<file path="config.mk">
export PLATFORM = sky130hd
export DESIGN_NAME = f8_3850_status_reg
export DESIGN_NICKNAME = d
export VERILOG_FILES = /design/src/rtl/f8_3850_status_reg.sv
export SDC_FILE = /design/constraint.sdc
export NUM_CORES = 1
export LEC_CHECK = 0
export CAP_MARGIN = 15
export CORE_AREA = 3 3 40 42
export DETAILED_ROUTE_END_ITERATION = 8
export DIE_AREA = 0 0 43 45
export DONT_BUFFER_PORTS = 1
export SLEW_MARGIN = 20
export SYNTH_ARGS = -nofsm -noshare
export SYNTH_HDL_FRONTEND = slang
export SYNTH_SLANG_ARGS = --single-unit
export TNS_END_PERCENT = 100
</file>
<file path="constraint.sdc">
create_clock -name clk -period 1.6 [get_ports clk]
set_clock_uncertainty 0.05 [all_clocks]
set_input_delay 0.32 -clock clk [delete_from_list [all_inputs] [get_ports clk]]
set_output_delay 0.32 -clock clk [all_outputs]
set_load 0.02 [all_outputs]
</file>
<file path="src/rtl/f8_3850_status_reg.sv">
// f8_3850_status_reg: W status register for the 3850 ALU.
// Captures the ALU flags by update mode, feeds carry back to the ALU, evaluates
// BT/BF branch tests one cycle after request, and holds the interrupt control
// bit. Optional interrupt deferral after ICB enable is built only when the
// macro F8_ICB_DEFER_EN is defined.
module f8_3850_status_reg #(
  parameter int DEFER_INSTR = 2
) (
  input  logic       clk,
  input  logic       rst_n,
  input  logic       upd_valid,
  input  logic [2:0] upd_mode,
  input  logic       alu_c,
  input  logic       alu_z,
  input  logic       alu_ov,
  input  logic       alu_s,
  input  logic [7:0] j_in,
  output logic [7:0] w_out,
  output logic       c_fb,
  input  logic       br_req,
  input  logic       br_false,
  input  logic [3:0] br_mask,
  output logic       br_valid,
  output logic       br_taken,
  input  logic       instr_end,
  input  logic       irq_req,
  output logic       irq_take
);

  typedef enum logic [2:0] {
    MODE_NONE    = 3'd0,
    MODE_ARITH   = 3'd1,
    MODE_LOGIC   = 3'd2,
    MODE_SHIFT   = 3'd3,
    MODE_LOAD_J  = 3'd4,
    MODE_SET_ICB = 3'd5,
    MODE_CLR_ICB = 3'd6,
    MODE_RSVD    = 3'd7
  } upd_mode_e;

  // Out-of-range deferral counts cannot be represented by the 2-bit counter.
  if (DEFER_INSTR < 1 || DEFER_INSTR > 3) begin : g_bad_defer
    $error("DEFER_INSTR must be in 1..3");
  end

  logic s_q, c_q, z_q, o_q, icb_q;
  logic s_n, c_n, z_n, o_n, icb_n;
  logic vld_p1, br_taken_p1;
  logic defer_zero;
  logic unused_j;

  // Only the low five bits of J map onto W.
  assign unused_j = ^j_in[7:5];

  // Next flag values selected by the update mode; W holds without a strobe.
  always_comb begin
    s_n   = s_q;
    c_n   = c_q;
    z_n   = z_q;
    o_n   = o_q;
    icb_n = icb_q;
    if (upd_valid) begin
      case (upd_mode_e'(upd_mode))
        MODE_ARITH: begin
          s_n = alu_s;
          c_n = alu_c;
          z_n = alu_z;
          o_n = alu_ov;
        end
        MODE_LOGIC, MODE_SHIFT: begin
          s_n = alu_s;
          z_n = alu_z;
          c_n = 1'b0;
          o_n = 1'b0;
        end
        MODE_LOAD_J:  {icb_n, o_n, z_n, c_n, s_n} = j_in[4:0];
        MODE_SET_ICB: icb_n = 1'b1;
        MODE_CLR_ICB: icb_n = 1'b0;
        default: ;
      endcase
    end
  end

  // W register state.
  always_ff @(posedge clk or negedge rst_n) begin
    if (!rst_n) begin
      s_q   <= 1'b0;
      c_q   <= 1'b0;
      z_q   <= 1'b0;
      o_q   <= 1'b0;
      icb_q <= 1'b0;
    end else begin
      s_q   <= s_n;
      c_q   <= c_n;
      z_q   <= z_n;
      o_q   <= o_n;
      icb_q <= icb_n;
    end
  end

  // Branch test uses W as it stood before this edge's update.
  always_ff @(posedge clk or negedge rst_n) begin
    if (!rst_n) begin
      vld_p1      <= 1'b0;
      br_taken_p1 <= 1'b0;
    end else begin
      vld_p1 <= br_req;
      if (br_req) begin
        if (br_false)
          br_taken_p1 <= ~|({o_q, z_q, c_q, s_q} & br_mask);
        else
          br_taken_p1 <= |({z_q, c_q, s_q} & br_mask[2:0]);
      end
    end
  end

`ifdef F8_ICB_DEFER_EN
  localparam logic [1:0] DEFER_LOAD = 2'(DEFER_INSTR);
  logic [1:0] defer_q;

  // Deferral counter: enable loads it, disable clears it, boundaries count down.
  always_ff @(posedge clk or negedge rst_n) begin
    if (!rst_n)
      defer_q <= 2'd0;
    else if (!icb_q && icb_n)
      defer_q <= DEFER_LOAD;
    else if (icb_q && !icb_n)
      defer_q <= 2'd0;
    else if (instr_end && defer_q != 2'd0)
      defer_q <= defer_q - 2'd1;
  end

  assign defer_zero = (defer_q == 2'd0);
`else
  assign defer_zero = 1'b1;
`endif

  assign w_out    = {3'b000, icb_q, o_q, z_q, c_q, s_q};
  assign c_fb     = c_q;
  assign br_valid = vld_p1;
  assign br_taken = br_taken_p1;
  assign irq_take = irq_req & icb_q & defer_zero & instr_end;

endmodule

</file>
==> reports/qor.yml <==
status: "complete, no violations"
cts_tree: "done"
multiInputGateArea_um2: 226
synth_top_area_cell: "dfrtp_1"
portBuffers: 0
leakagePower_uw: 0.000224
cts_inserted_buffers: 3
first_pass_iters: 4
ant_nets: 0
start_kind: "register"
stdcell_area_um2: 487
slew_violations: 0
dieArea_um2: 1940
path_buf_inv: 0
hold_buffers: 1
drt-initial-drc-count: 3
cts_setup_buffers: 0
grt_pass1_vias: 312
cp.arrival_ns: 1.03
p_per_area_nw_per_um2: 1120
rsz0062_at_grt: "no"
cp_top_family: "flip-flops"
die_w_um: 43
synth.distinct_cells: 21
io_pins: 38
drive_above_1_share_pct: 26.7
grt_max_degree: 8
fmax_mhz: 715
synth_area_leaders: "dfrtp_1 37%, buf_4 13%, mux2_4 13%"
cts_resized: 0
whs_endpoint: "br_valid"
regArea_um2: 175
fp-row-count: 13
placedInstanceArea_um2: 450
setup_viol: 0
cts.reportedPaths.clkPinSlew_ns: 0.06
peakVddDrop_v: 0.000413
r2r-end: "br_taken"
vias_per_cell: 5.20
yosysSeqAreaShare_pct: 37.0
cts-root-buf: "clkbuf_4"
layout_common_cells: "7 x dfrtp_1, 4 x mux2_4"
synth-seq-cells: 7
fin_nets: 72
fin_crit_ns: 1.40
core-area_um2: 1280
drc: 0
hpwlAfterDp_um: 758
dp_slack_ns: 0.0197
yosysWarnings: 0
start_util_pct: 36.8
antennaDiodeCount: 0
crit_chain: "and3_1"
htreeDepth: 1
finalWirelength_um: 889
end_kind: "output port"
dieHeight_um: 45
crit_type: "reg2out"
crit_required_ns: 1.23
clk_path_buf_depth: 2
synth.top_cell.area_share_pct: 37.0
cts_sinks: 7
grt_overflow: 0
final.setup.worst_slack_ns: 0.202
grt_pass1_wl_mm: 1.28
hold_class: "in2reg"
syn_avg_cell_area_um2: 10.7
n_fill_cell: 135
reg2reg_from: "s_q"
reg2regPathDepth: 3
hold_depth: 0
reg2reg_slack_ns: 0.26
wl_per_cell_um: 14.8
num_vias: 312
cap_violations: 0
layout_commonest_cell: "dfrtp_1"
syn_inst: 44
finalWeightedCongestion: 0.632
antenna_found_initial: 0
hold_violations: 0
worst_path_largest_cell_delay_ns: 0.47
min-delay-start: "br_req"
grt_util_all_layers_pct: 9.56
tns_ns: 0
slowest_stage: "dfrtp_1"
post-route-period-util_pct: 87.4
cp_max_fo: 3
syn2layout_area_growth_pct: 2.91
mappedNetlistArea_um2: 473
clkLatencyLatePin_ns: 0.25
==> synth_stat cells, drive strengths merged <==
master / number
or2: 1
and3: 1
o31ai: 1
nor2: 2
mux2i: 2
nand2: 2
buf: 9
nand2b: 1
or3b: 1
nor4bb: 2
mux2: 4
conb: 1
dfrtp: 7
a21boi: 1
o21ai: 1
o21bai: 1
a222oi: 1
nand3: 1
inv: 2
a31oi: 3
==> routing by layer <==
metal,up-vias,share of wire (%),GRT usage [%]
met4,0,0,3.61
met2,27,47,15.0
li1,149,-,-
met3,0,16,7.17
met5,-,0,0
met1,136,36,9.83
==> worst reg2reg max path, cell delays in order, from the launching register on <==
cell and delay [ns]:
dfrtp_1 0.47, a222oi_1 0.45, nand3_1 0.12, a31oi_1 0.17
==> cells by family after synthesis <==
family / share of synthesized area [%]
AO/OA/AOI/OAI: 14.3
other: 0.793
multiplexers: 16.9
AND/OR/NAND/NOR: 14.3
flip-flops: 37.0
buffers and inverters: 16.7
==> layout make-up <==
class	instances	area share (%)
flip-flops and latches	7	36.0
inverters	2	1.54
repair buffers	4	6.68
multi-input cells	28	46.5
well taps	15	3.86
clock buffers	4	5.40
==> report_power, final <==
part	internal [µW]	switching (µW)	total, µW
combinational	59.2	59.0	118
clock	95.1	63.7	159
sequential	208	59.4	268
==> worst max path at each step <==
stage               endpoint         from  cells after the start
CTS                 irq_take        icb_q                      1
global placement         z_q  upd_mode[0]                      3
detailed placement       z_q  upd_mode[0]                      3
finish              irq_take        icb_q                      1
floorplan                s_q  upd_mode[0]                      4
global route        irq_take        icb_q                      1
==> per-stage QoR <==
step	util [%]	std cells	hold WS [ns]	power (µW)
CTS	37.9	60	0.0390	553
detailed placement	35.1	55	-0.0254	386
global route	37.9	60	0.0327	573
floorplan	-	46	-0.0256	399
finish	37.9	60	0.0441	545
global placement	35.1	55	-0.0254	383
==> registers in the layout (all words and copies together), names as in the netlist <==
signal	count
br_valid	1
br_taken	1
icb_q	1
z_q	1
o_q	1
s_q	1
c_fb	1
Note: power is estimated with default switching activity, not from simulation.
